[src/rtl/vga_frame_scheduler_pkg.sv]
// Shared geometry, colour codes, FSM encoding and span helpers for the
// TroisBriques frame scheduler and its pixel compositor.
package vga_frame_scheduler_pkg;

  localparam int CLK_DIV_DEF   = 2;
  localparam int H_VISIBLE_DEF = 640;
  localparam int V_VISIBLE_DEF = 480;

  localparam int BALL_SZ  = 8;
  localparam int PAD_W    = 64;
  localparam int PAD_H    = 8;
  localparam int PAD_Y    = 448;
  localparam int BRK_X0   = 80;
  localparam int BRK_W    = 120;
  localparam int BRK_GAP  = 40;
  localparam int BRK_Y    = 64;
  localparam int BRK_H    = 16;
  localparam int N_BRICKS = 3;

  localparam logic [2:0] RGB_BALL  = 3'b111;
  localparam logic [2:0] RGB_PAD   = 3'b011;
  localparam logic [2:0] RGB_BRICK = 3'b100;
  localparam logic [2:0] RGB_BG    = 3'b000;

  typedef enum logic [1:0] {
    ST_DRAW   = 2'd0,
    ST_UPDATE = 2'd1,
    ST_LATCH  = 2'd2
  } state_e;

  typedef struct packed {
    logic [10:0]         ball_x;
    logic [10:0]         ball_y;
    logic [10:0]         pad_x;
    logic [N_BRICKS-1:0] brick_alive;
  } shadow_t;

  // Half-open [start, start+len) with a 12-bit end so objects near 2047 clip
  // instead of wrapping back to the left edge.
  function automatic logic in_span(input logic [10:0] pos,
                                   input logic [10:0] start,
                                   input logic [11:0] len);
    logic [11:0] stop;
    stop = {1'b0, start} + len;
    return ({1'b0, pos} >= {1'b0, start}) && ({1'b0, pos} < stop);
  endfunction

  function automatic logic [10:0] brick_left(input int idx);
    return 11'(BRK_X0 + idx * (BRK_W + BRK_GAP));
  endfunction

endpackage

[src/rtl/vga_frame_scheduler_pixel_compositor.sv]
// Combinational hit tests of ball, paddle and bricks against the current
// pixel coordinate, resolved by fixed priority into a 3-bit colour.
module vga_frame_scheduler_pixel_compositor
  import vga_frame_scheduler_pkg::*;
#(
  parameter int H_VISIBLE = H_VISIBLE_DEF,
  parameter int V_VISIBLE = V_VISIBLE_DEF
) (
  input  logic [10:0]         hpos_i,
  input  logic [10:0]         vpos_i,
  input  logic [10:0]         ball_x_i,
  input  logic [10:0]         ball_y_i,
  input  logic [10:0]         pad_x_i,
  input  logic [N_BRICKS-1:0] brick_alive_i,
  output logic [2:0]          rgb_o
);

  logic                visible;
  logic                ball_hit;
  logic                pad_hit;
  logic                brick_row;
  logic [N_BRICKS-1:0] brick_hit;

  assign visible  = (hpos_i < 11'(H_VISIBLE)) && (vpos_i < 11'(V_VISIBLE));

  assign ball_hit = in_span(hpos_i, ball_x_i, 12'(BALL_SZ)) &&
                    in_span(vpos_i, ball_y_i, 12'(BALL_SZ));

  assign pad_hit  = in_span(hpos_i, pad_x_i, 12'(PAD_W)) &&
                    in_span(vpos_i, 11'(PAD_Y), 12'(PAD_H));

  assign brick_row = in_span(vpos_i, 11'(BRK_Y), 12'(BRK_H));

  genvar gi;
  generate
    for (gi = 0; gi < N_BRICKS; gi++) begin : g_brick
      assign brick_hit[gi] = brick_alive_i[gi] && brick_row &&
                             in_span(hpos_i, brick_left(gi), 12'(BRK_W));
    end
  endgenerate

  always_comb begin
    rgb_o = RGB_BG;
    if (!visible) begin
      rgb_o = RGB_BG;
    end else if (ball_hit) begin
      rgb_o = RGB_BALL;
    end else if (pad_hit) begin
      rgb_o = RGB_PAD;
    end else if (|brick_hit) begin
      rgb_o = RGB_BRICK;
    end
  end

endmodule

[src/rtl/vga_frame_scheduler.sv]
// Pixel-enable divider, per-frame game update window with double-buffered
// object positions, and the 1-pixel output pipeline feeding the DAC.
module vga_frame_scheduler
  import vga_frame_scheduler_pkg::*;
#(
  parameter int CLK_DIV   = CLK_DIV_DEF,
  parameter int H_VISIBLE = H_VISIBLE_DEF,
  parameter int V_VISIBLE = V_VISIBLE_DEF
) (
  input  logic        clk,
  input  logic        reset,
  output logic        pix_en,
  input  logic [10:0] Hpos,
  input  logic [10:0] Vpos,
  input  logic        Hsync,
  input  logic        Vsync,
  input  logic [10:0] ball_x,
  input  logic [10:0] ball_y,
  input  logic [10:0] pad_x,
  input  logic [2:0]  brick_alive,
  output logic        update_req,
  input  logic        update_done,
  output logic        overrun,
  output logic [15:0] frame_cnt,
  output logic [2:0]  rgb,
  output logic        hsync_o,
  output logic        vsync_o
);

  localparam int DIV_W = (CLK_DIV > 1) ? $clog2(CLK_DIV) : 1;
  localparam logic [DIV_W-1:0] DIV_LAST = DIV_W'(CLK_DIV - 1);

  logic [DIV_W-1:0] div_q, div_d;
  state_e           state_q, state_d;
  logic             update_req_q, update_req_d;
  logic             overrun_q, overrun_d;
  logic [15:0]      frame_cnt_q, frame_cnt_d;
  shadow_t          shadow_q, shadow_d;
  logic [2:0]       rgb_q, rgb_d;
  logic             hsync_q, hsync_d;
  logic             vsync_q, vsync_d;
  logic [2:0]       comp_rgb;
  logic             window_open_evt;
  logic             window_close_evt;

  // pix_en decodes straight off the counter so it is low throughout reset.
  assign div_d  = (div_q == DIV_LAST) ? '0 : div_q + 1'b1;
  assign pix_en = (div_q == DIV_LAST);

  assign window_open_evt  = (Hpos == 11'd0) && (Vpos == 11'(V_VISIBLE));
  assign window_close_evt = (Hpos == 11'd0) && (Vpos == 11'd0);

  always_comb begin
    state_d      = state_q;
    update_req_d = update_req_q;
    overrun_d    = overrun_q;
    frame_cnt_d  = frame_cnt_q;
    shadow_d     = shadow_q;
    case (state_q)
      ST_DRAW: begin
        if (pix_en && window_open_evt) begin
          state_d      = ST_UPDATE;
          update_req_d = 1'b1;
        end
      end
      ST_UPDATE: begin
        // A done arriving on the closing pixel still counts as on time.
        if (pix_en && update_done) begin
          state_d      = ST_LATCH;
          update_req_d = 1'b0;
        end else if (pix_en && window_close_evt) begin
          state_d      = ST_DRAW;
          update_req_d = 1'b0;
          overrun_d    = 1'b1;
        end
      end
      ST_LATCH: begin
        state_d              = ST_DRAW;
        shadow_d.ball_x      = ball_x;
        shadow_d.ball_y      = ball_y;
        shadow_d.pad_x       = pad_x;
        shadow_d.brick_alive = brick_alive;
        frame_cnt_d          = frame_cnt_q + 16'd1;
      end
      default: begin
        state_d      = ST_DRAW;
        update_req_d = 1'b0;
      end
    endcase
  end

  vga_frame_scheduler_pixel_compositor #(
    .H_VISIBLE (H_VISIBLE),
    .V_VISIBLE (V_VISIBLE)
  ) u_compositor (
    .hpos_i        (Hpos),
    .vpos_i        (Vpos),
    .ball_x_i      (shadow_q.ball_x),
    .ball_y_i      (shadow_q.ball_y),
    .pad_x_i       (shadow_q.pad_x),
    .brick_alive_i (shadow_q.brick_alive),
    .rgb_o         (comp_rgb)
  );

  always_comb begin
    rgb_d   = rgb_q;
    hsync_d = hsync_q;
    vsync_d = vsync_q;
    if (pix_en) begin
      rgb_d   = comp_rgb;
      hsync_d = Hsync;
      vsync_d = Vsync;
    end
  end

  always_ff @(posedge clk) begin
    if (reset) begin
      div_q        <= '0;
      state_q      <= ST_DRAW;
      update_req_q <= 1'b0;
      overrun_q    <= 1'b0;
      frame_cnt_q  <= 16'd0;
      shadow_q     <= '0;
      rgb_q        <= RGB_BG;
      hsync_q      <= 1'b1;
      vsync_q      <= 1'b1;
    end else begin
      div_q        <= div_d;
      state_q      <= state_d;
      update_req_q <= update_req_d;
      overrun_q    <= overrun_d;
      frame_cnt_q  <= frame_cnt_d;
      shadow_q     <= shadow_d;
      rgb_q        <= rgb_d;
      hsync_q      <= hsync_d;
      vsync_q      <= vsync_d;
    end
  end

  assign update_req = update_req_q;
  assign overrun    = overrun_q;
  assign frame_cnt  = frame_cnt_q;
  assign rgb        = rgb_q;
  assign hsync_o    = hsync_q;
  assign vsync_o    = vsync_q;

endmodule

[config.mk]
export PLATFORM = sky130hd
export DESIGN_NAME = vga_frame_scheduler
export DESIGN_NICKNAME = d
export VERILOG_FILES = /design/src/rtl/vga_frame_scheduler_pkg.sv /design/src/rtl/vga_frame_scheduler_pixel_compositor.sv /design/src/rtl/vga_frame_scheduler.sv
export SDC_FILE = /design/constraint.sdc
export NUM_CORES = 1
export LEC_CHECK = 0
export CAP_MARGIN = 20
export CORE_ASPECT_RATIO = 1.25
export CORE_MARGIN = 2
export CORE_UTILIZATION = 50
export CTS_CLUSTER_DIAMETER = 100
export DETAILED_ROUTE_END_ITERATION = 8
export HOLD_SLACK_MARGIN = 0.05
export PLACE_DENSITY = 0.79
export RECOVER_POWER = 50
export SETUP_SLACK_MARGIN = 0.05
export SYNTH_ARGS = -nofsm -noshare
export SYNTH_HDL_FRONTEND = slang
export SYNTH_SLANG_ARGS = --single-unit
[constraint.sdc]
create_clock -name clk -period 3.9 [get_ports clk]
set_input_delay 0.78 -clock clk [delete_from_list [all_inputs] [get_ports clk]]
set_output_delay 0.78 -clock clk [all_outputs]
set_load 0.005 [all_outputs]
# Yosys cells after proc, flatten, opt, wreduce, memory -nomap -nowiden
# Index checks and enable logic that the tools add are counted.
[word_totals]
wordCells = 84
out_inout_bits = 24
ramBits = 0
mem_count = 0
in_bits = 63
latch_bits = 0
rom_bits = 0
register_bits = 62
[op_classes]
bitwise_logic = 2
shifts = 0
magnitude_cmp = 18
n_eq_ne = 5
add_sub_neg = 5
multipliers = 0
reduce_logical = 30
div = 0
n_mux = 12
[ops]
columns = ["operator", "n"]
rows = [
  ["$lt 11x12->1", 3],
  ["$ge 11x11->1", 3],
  ["$lt 11x9->1 const B", 3],
  ["$add 11x4->12 const B", 2],
  ["$ge 11x7->1 const B", 2],
  ["$ge 11x9->1 const B", 2],
  ["$logic_and 1x1->1", 22],
  ["$logic_not 11->1", 2],
  ["$lt 11x10->1 const B", 2],
  ["$add 16x1->16 const B", 1],
  ["$add 11x7->12 const B", 1],
  ["$mux 3", 4],
  ["$eq 11x9->1 const B", 1],
  ["$ge 11x8->1 const B", 1],
  ["$lt 11x7->1 const B", 1],
  ["$lt 11x8->1 const B", 1],
  ["$mux 2", 3],
  ["$reduce_and 3->1", 2],
  ["$pmux 2 s2", 1],
  ["$mux 1", 3],
  ["$ne 3x3->1 const B", 1],
  ["$pmux 1 s3", 1],
  ["$reduce_or 3->1", 1],
  ["$eq 2x1->1 const B", 1],
  ["7 further kinds", 8],
]

# Logic depth before layout (Yosys ltp)
# Gate-level depths: netlist of run 1.
[logic_depth]
depth_word = 9
depth_mapped = 11
ltp_nobuf = 11

# Cells and area by module
# Synthesis of run 1 repeated with hierarchy kept, for this count alone.
[unflattened]
cells_unflattened = 531
hier_area_um2 = 4182.8
[modules_own_cells]
columns = ["mod", "seq_area_each_um2", "area_each_um2", "cells_each", "instances"]
rows = [
  ["vga_frame_scheduler", 1241.2, 2396.0, 290, 1],
  ["vga_frame_scheduler_pixel_compositor", 0.0, 1786.7, 241, 1],
]

# Least setup slack after synthesis of run 1
# No wires, ideal clock.
[synth_path]
path_type = "input to register"
from = "in Hpos[5]"
to = "reg rgb_q[1] (netlist: rgb[1])"
path_slack_ns = 1.875
arrival_ns = 1.904
t_required_ns = 3.778
setup_ns = 0.122
cell_stages = 7
cell_sequence = "ha_1 > a21o_1 > a221o_1 > a31oi_1 > o21ai_0 > nand4_1 > o21ai_1"
[synth_via]
elab_chain_len = 6
word_cells_on_any_way = 13
[synth_lines]
columns = ["item", "line", "rtl"]
rows = [
  ["start, declared", "vga_frame_scheduler.sv:13", "input logic [10:0] Hpos,"],
  ["$lt 11x12->1 or $ge 11x11->1 (tied branches)", "vga_frame_scheduler_pkg.sv:45", "return ({1'b0, pos} >= {1'b0, start}) && ({1'b0, pos} < stop);"],
  ["$logic_and 1x1->1", "vga_frame_scheduler_pkg.sv:45", ""],
  ["$logic_and 1x1->1", "vga_frame_scheduler_pixel_compositor.sv:29", "assign pad_hit = in_span(hpos_i, pad_x_i, 12'(PAD_W)) &&"],
  ["$mux 3", "vga_frame_scheduler_pixel_compositor.sv:48", "end else if (pad_hit) begin"],
  ["$mux 3", "vga_frame_scheduler_pixel_compositor.sv:46", "end else if (ball_hit) begin"],
  ["$mux 3 (*)", "vga_frame_scheduler_pixel_compositor.sv:44", "if (!visible) begin"],
  ["end signal, assigned", "vga_frame_scheduler.sv:134", "rgb_q <= rgb_d;"],
  ["end, declared", "vga_frame_scheduler.sv:39", "logic [2:0] rgb_q, rgb_d;"],
]
# Every way passes the cells marked *; elsewhere a longest branch is shown, timed or not.
# A chain may end at the register's enable or synchronous reset.

# Worst setup path after layout of run 1
[layout_path]
from = "reg state_q[1]"
to = "reg frame_cnt_q[15] (netlist: frame_cnt[15])"
[layout_via]
elab_chain_len = 1
[layout_lines]
columns = ["item", "line", "rtl"]
rows = [
  ["start, declared", "vga_frame_scheduler.sv:34", "state_e state_q, state_d;"],
  ["start signal, assigned", "vga_frame_scheduler.sv:129", "state_q <= state_d;"],
  ["$eq 2x2->1", "vga_frame_scheduler.sv:59", "case (state_q)"],
  ["end signal, assigned", "vga_frame_scheduler.sv:132", "frame_cnt_q <= frame_cnt_d;"],
  ["end, declared", "vga_frame_scheduler.sv:37", "logic [15:0] frame_cnt_q, frame_cnt_d;"],
]
# Every way passes these cells.

==> results of run 1 <==
-- worst reg2reg max path, stage by stage (launching register included) --
cell	delay (ps)
dfxtp_1	370
nor2b_1	1170
nand4_1	450
nor4_2	420
nand3_1	180
xor2_1	180
nor2_1	60
-- stage by stage --
step                hold WS [ps]  worst slack (ps)
finish                       454               934
detailed placement           447               975
global placement             443               983
CTS                          458              1310
global route                 474               697
floorplan                    436              1870
-- per-layer routing --
layer / wire (µm) / GRT usage (%) / vias up
met5: 0 / 0 / -
met4: 405 / 11.9 / 0
met1: 4490 / 28.5 / 1802
li1: - / - / 1971
met3: 551 / 4.27 / 34
met2: 5310 / 44.0 / 130
-- logic make-up after synthesis --
| logic type | synth area share (%) |
|---|---|
| AO/OA/AOI/OAI | 16.4 |
| flip-flops | 30.2 |
| AND/OR/NAND/NOR | 23.7 |
| buffers and inverters | 5.53 |
| adder cells (fa/ha/maj) | 17.9 |
| XOR/XNOR | 6.28 |
-- synthesized netlist by cell type (all sizes together) (3+ instances only) --
master,n,area share (%)
a211o,4,0.87
a211oi,5,0.93
a21o,6,1.1
a21oi,61,7.5
and3,4,0.62
and4,5,1.1
buf,6,0.80
clkbuf,12,1.1
dfxtp,61,30
ha,58,18
inv,39,3.6
nand2,95,8.8
nand2b,7,1.1
nand3,18,2.2
nand4,15,2.3
nor2,31,2.9
nor2b,4,0.62
nor3,9,1.2
nor4b,3,0.65
o21ai,12,1.5
xnor2,19,4.1
xor2,10,2.2
-- state kept, by name, summed over array words and instances (netlist names) --
signal,count
shadow_q,36
frame_cnt,16
rgb,2
state_q,2
hsync_o,1
overrun,1
pix_en,1
update_req,1
vsync_o,1
-- where the power goes --
group          leakage, nW  switching, W  internal, W
registers            0.492    0.00000275     0.000625
logic                 1.25     0.0000832     0.000100
clock network       0.0923      0.000275     0.000294
total                 1.83      0.000361      0.00102
-- worst max-delay path by stage --
stage                                  to  slack (ps)  depth (start not counted)
2_1_floorplan         rgb[1]$_SDFFE_PP0P_        1870                          7
6_report       frame_cnt[15]$_SDFFE_PP0P_         930                          6
5_1_grt        frame_cnt[15]$_SDFFE_PP0P_         700                          6
3_3_place_gp      update_req$_SDFFE_PP0P_         980                          6
3_5_place_dp      update_req$_SDFFE_PP0P_         980                          6
4_1_cts           update_req$_SDFFE_PP0P_        1310                          6
-- area by class of cell --
cell class / instances / area (µm²) / share of cell area [%]
Inverter: 39 / 146 / 2.84
Timing Repair Buffer: 89 / 870 / 16.9
Sequential cell: 61 / 1220 / 23.7
Multi-Input combinational cell: 398 / 2600 / 50.5
Clock buffer: 10 / 128 / 2.48
Tap cell: 95 / 119 / 2.31
Clock inverter: 6 / 63.8 / 1.24
==> impl_metrics.toml, run 1 <==
[worst_setup_path]
slowest_stage = "nor2b_1"
r2r_cells = 6
crit_fanout = 23
start_kind = "flip-flop"
worst_ep_arrival_time_ps = 3170
crit_path_end_kind = "flip-flop"
r2r_slack_ps = 930
rr_endpoint = "frame_cnt[15]$_SDFFE_PP0P_"
cp_cell_sequence = "nor2b_1 > nand4_1 > nor4_2 > nand3_1 > xor2_1 > nor2_1"
crit_family = "simple AND/OR/NAND/NOR gates"
crit_required_ps = 4110
worst-path-buf-inv = 0
critPathMaxStageDelay_ps = 1170
rr_startpoint = "state_q[1]$_SDFFE_PP0P_"
crit_start = "state_q[1]$_SDFFE_PP0P_"
worstSetupPathType = "reg2reg"

[placement]
portBuffers = 86
post-dp-hpwl_mm = 8.18
gp_congestion = 0.980
dp_cells = 682
dpl_cell_area_mm2 = 0.00497

[sta]
final-setup-viol-count = 0
clock.fmax_ghz = 0.337
tns_ps = 0
drv_slew = 24
grt_setup_unrepaired = "false"
hold_viol = 0
slew-limit-headroom_pct = -1.62
period_share_pct = 76.1
fin_crit_ps = 2970
clock_skew_ps = 7.94
worst_pin_slew_ps = 1520

[cts]
ctsResizeCount = 0
cts.sinks = 61
clk_pin_slew_ps = 70
clockRootBuffer = "clkbuf_8"
hold_buffers = 0
cts_buffers = 9
clk_path_buf_depth = 2
cts_max_level = 3
clk_latency_ps = 350
tritoncts = "yes"
cts_setup_buffers = 0

[power_and_ir_drop]
ir_worst_vdd_mv = 0.236
leakage_nw = 1.83
power_w = 0.00138
powerDensity_mw_per_mm2 = 268

[cells_and_area]
final_nets = 719
final_layout_size_suffix_gt1_share_pct = 3.15
fill_cells = 704
final_cell_mix = "nand2_1 (95), clkdlybuf4s50_1 (85), a21oi_1 (61), dfxtp_1 (61), ha_1 (58)"
layout.cells.non_filler = 698
diodes = 0
fin_util_pct = 65.7
final_common_cell = "nand2_1"
design_area_mm2 = 0.00515
syn_to_final_growth_pct = 27.2

[yosys]
yosys_warnings = 0
yosys.cell_types.count = 51
syn_area_mm2 = 0.00405
ys_seq_elements = 61
synthesis.nets = 637
async_flop_share_pct = 0
synth-edff-count = 0
avgSynthCellArea_um2 = 7.84
ys_seq_area_share_pct = 30.2
synthFlopType = "dfxtp_1"
synthCells = 516

[global_route]
grt_pass1_vias = 3983
grtUsageTotal_pct = 24.8
grt_pass1_wl_mm = 17.8
grt_max_degree = 60
grt-ovfl-total = 0
antenna_found_initial = 0

[min_path]
holdPathStages = 2
holdCritPathClass = "reg2reg"
hp-start = "shadow_q[15]$_SDFFE_PP0P_"
whs_endpoint = "shadow_q[15]$_SDFFE_PP0P_"

[die]
fp.dieArea_mm2 = 0.00883
die-height_um = 105
fp-row-count = 36
start_util_pct = 51.6
die_w_um = 84.5
ioPinCount = 87
core_mm2 = 0.00784

[flow_run]
cap_violations = 1

[status]
violations = "capacitance limit, slew limit"
status = "finished, violations left"

[route]
wl_per_cell_um = 15.4
wl_mm = 10.8
vias_per_cell = 5.64
post-route-drc-count = 0
vias = 3937
dr.pass1.iters = 5
dr.first_iter.drc_count = 243
postRouteAntennaNets = 0
(Power assumes the default switching activity.)
==> run 2: changes to the inputs <==
==> constraint.sdc (replaced) <==
create_clock -name clk -period 2.9 [get_ports clk]
set_input_delay 0.58 -clock clk [delete_from_list [all_inputs] [get_ports clk]]
set_output_delay 0.58 -clock clk [all_outputs]
set_load 0.005 [all_outputs]
==> impl_metrics.toml, run 2 (synthesized netlist as in run 1, its figures left out) <==
[status]
status = "finished, violations left"
violations = "capacitance limit, slew limit"

[sta]
clock_skew_ps = 9.40
tns_ps = 0
slew-limit-headroom_pct = -24.0
clock.fmax_ghz = 0.408
final-setup-viol-count = 0
setup_ws_ps = 447
grt_setup_unrepaired = "false"
worst_pin_slew_ps = 1860
drv_slew = 45
hold_viol = 0
period_share_pct = 84.6
fin_crit_ps = 2450

[route]
wl_mm = 10.5
vias_per_cell = 5.64
dr.pass1.iters = 4
postRouteAntennaNets = 0
vias = 3950
wl_per_cell_um = 15.0
post-route-drc-count = 0
dr.first_iter.drc_count = 172

[die]
fp-row-count = 36
fp.dieArea_mm2 = 0.00883
core_mm2 = 0.00784
ioPinCount = 87
start_util_pct = 51.6
die_w_um = 84.5
die-height_um = 105

[cells_and_area]
final_cell_mix = "nand2_1 (95), clkdlybuf4s50_1 (84), a21oi_1 (61), dfxtp_1 (61), ha_1 (58)"
syn_to_final_growth_pct = 29.0
regMostFlops = "shadow_q"
largest_reg_flops = 36
diodes = 0
final_nets = 721
final_common_cell = "nand2_1"
final_layout_size_suffix_gt1_share_pct = 3.80

[placement]
post-dp-hpwl_mm = 8.24
portBuffers = 86
gp_congestion = 0.941
dp_slack_ps = 156

[power_and_ir_drop]
leakage_nw = 1.87
ir_worst_vdd_mv = 0.435
power_w = 0.00204
powerDensity_mw_per_mm2 = 391

[cts]
ctsResizeCount = 0
cts_buffers = 9
clk_latency_ps = 350
clk_path_buf_depth = 2
cts.sinks = 61
cts_setup_buffers = 0
tritoncts = "yes"
cts_max_level = 3
hold_buffers = 0
clk_pin_slew_ps = 80
clockRootBuffer = "clkbuf_8"

[worst_setup_path]
crit_path_end_kind = "flip-flop"
r2r_cells = 10
worstSetupPathType = "reg2reg"
crit_required_ps = 3190
worst_ep_arrival_time_ps = 2750
crit_fanout = 7
start_kind = "flip-flop"

[min_path]
holdCritPathClass = "reg2reg"
holdPathStages = 2

[global_route]
grt-ovfl-total = 0
grt_pass1_wl_mm = 17.6
antenna_found_initial = 0
grt_pass1_vias = 4016
grt_max_degree = 45
grtUsageTotal_pct = 24.3

[flow_run]
cap_violations = 1
[run 2: cell types whose count changed in the layout (fill, tap and decap cells not counted)]
cell | previous run | this run
clkinv_2 | 2 | 0
dlygate4sd3_1 | 0 | 1
clkinv_4 | 1 | 3
clkdlybuf4s50_1 | 85 | 84
buf_4 | 1 | 3
clkinvlp_4 | 2 | 1
buf_2 | 0 | 1
clkbuf_1 | 4 | 2
bufinv_16 | 1 | 3
[run 2: power by group]
part | total (W) | internal [W] | switching, W
Clock | 0.000953 | 0.000575 | 0.000378
Sequential | 0.000844 | 0.000840 | 0.00000396
Combinational | 0.000246 | 0.000135 | 0.000111
Total | 0.00204 | 0.00155 | 0.000493
[run 2: final timing paths]
| kind | from | end | slack, ps |
|---|---|---|---|
| min reg2reg | shadow_q[26]$_SDFFE_PP0P_ | shadow_q[26]$_SDFFE_PP0P_ | 460 |
| max | shadow_q[28]$_SDFFE_PP0P_ | rgb[1]$_SDFFE_PP0P_ | 450 |
| max reg2reg | shadow_q[28]$_SDFFE_PP0P_ | rgb[1]$_SDFFE_PP0P_ | 450 |
| min | shadow_q[26]$_SDFFE_PP0P_ | shadow_q[26]$_SDFFE_PP0P_ | 460 |
[run 2: routing by layer]
metal  wire [µm]  global-route usage [%]  vias up  share of wire (%)
li1            -                       -     1971                  -
met1        4360                    27.3     1836                 41
met2        5260                    43.5      112                 50
met3         516                    4.27       31                4.9
met4         383                    12.1        0                3.6
met5           0                       0        -                  0
[run 2: critical path, cell delays in order, from the launching register on]
cell	delay (ps)
dfxtp_1	500
ha_1	300
nand3_1	120
xnor2_1	150
ha_1	310
a21oi_1	130
o21ai_0	160
and3b_1	210
a211oi_1	260
nand4_1	160
o21ai_1	100
[run 2: final cells by class]
cell class | instances | area [µm²]
tap | 95 | 119
clock inverter | 7 | 124
fill | 684 | 2620
timing repair buffer | 91 | 886
sequential | 61 | 1220
inverter | 39 | 146
clock buffer | 9 | 124
multi-input combinational | 398 | 2600
[run 2: stage by stage]
step                      instance area (µm²)  std cells  hold WS (ps)  util [%]
after floorplan                          4050        516           436         -
after global placement                   4980        684           444      63.6
after detailed placement                 4980        684           452      63.6
after CTS                                5230        700           462      66.7
after global routing                     5220        700           483      66.6
final                                    5220        700           460      66.6
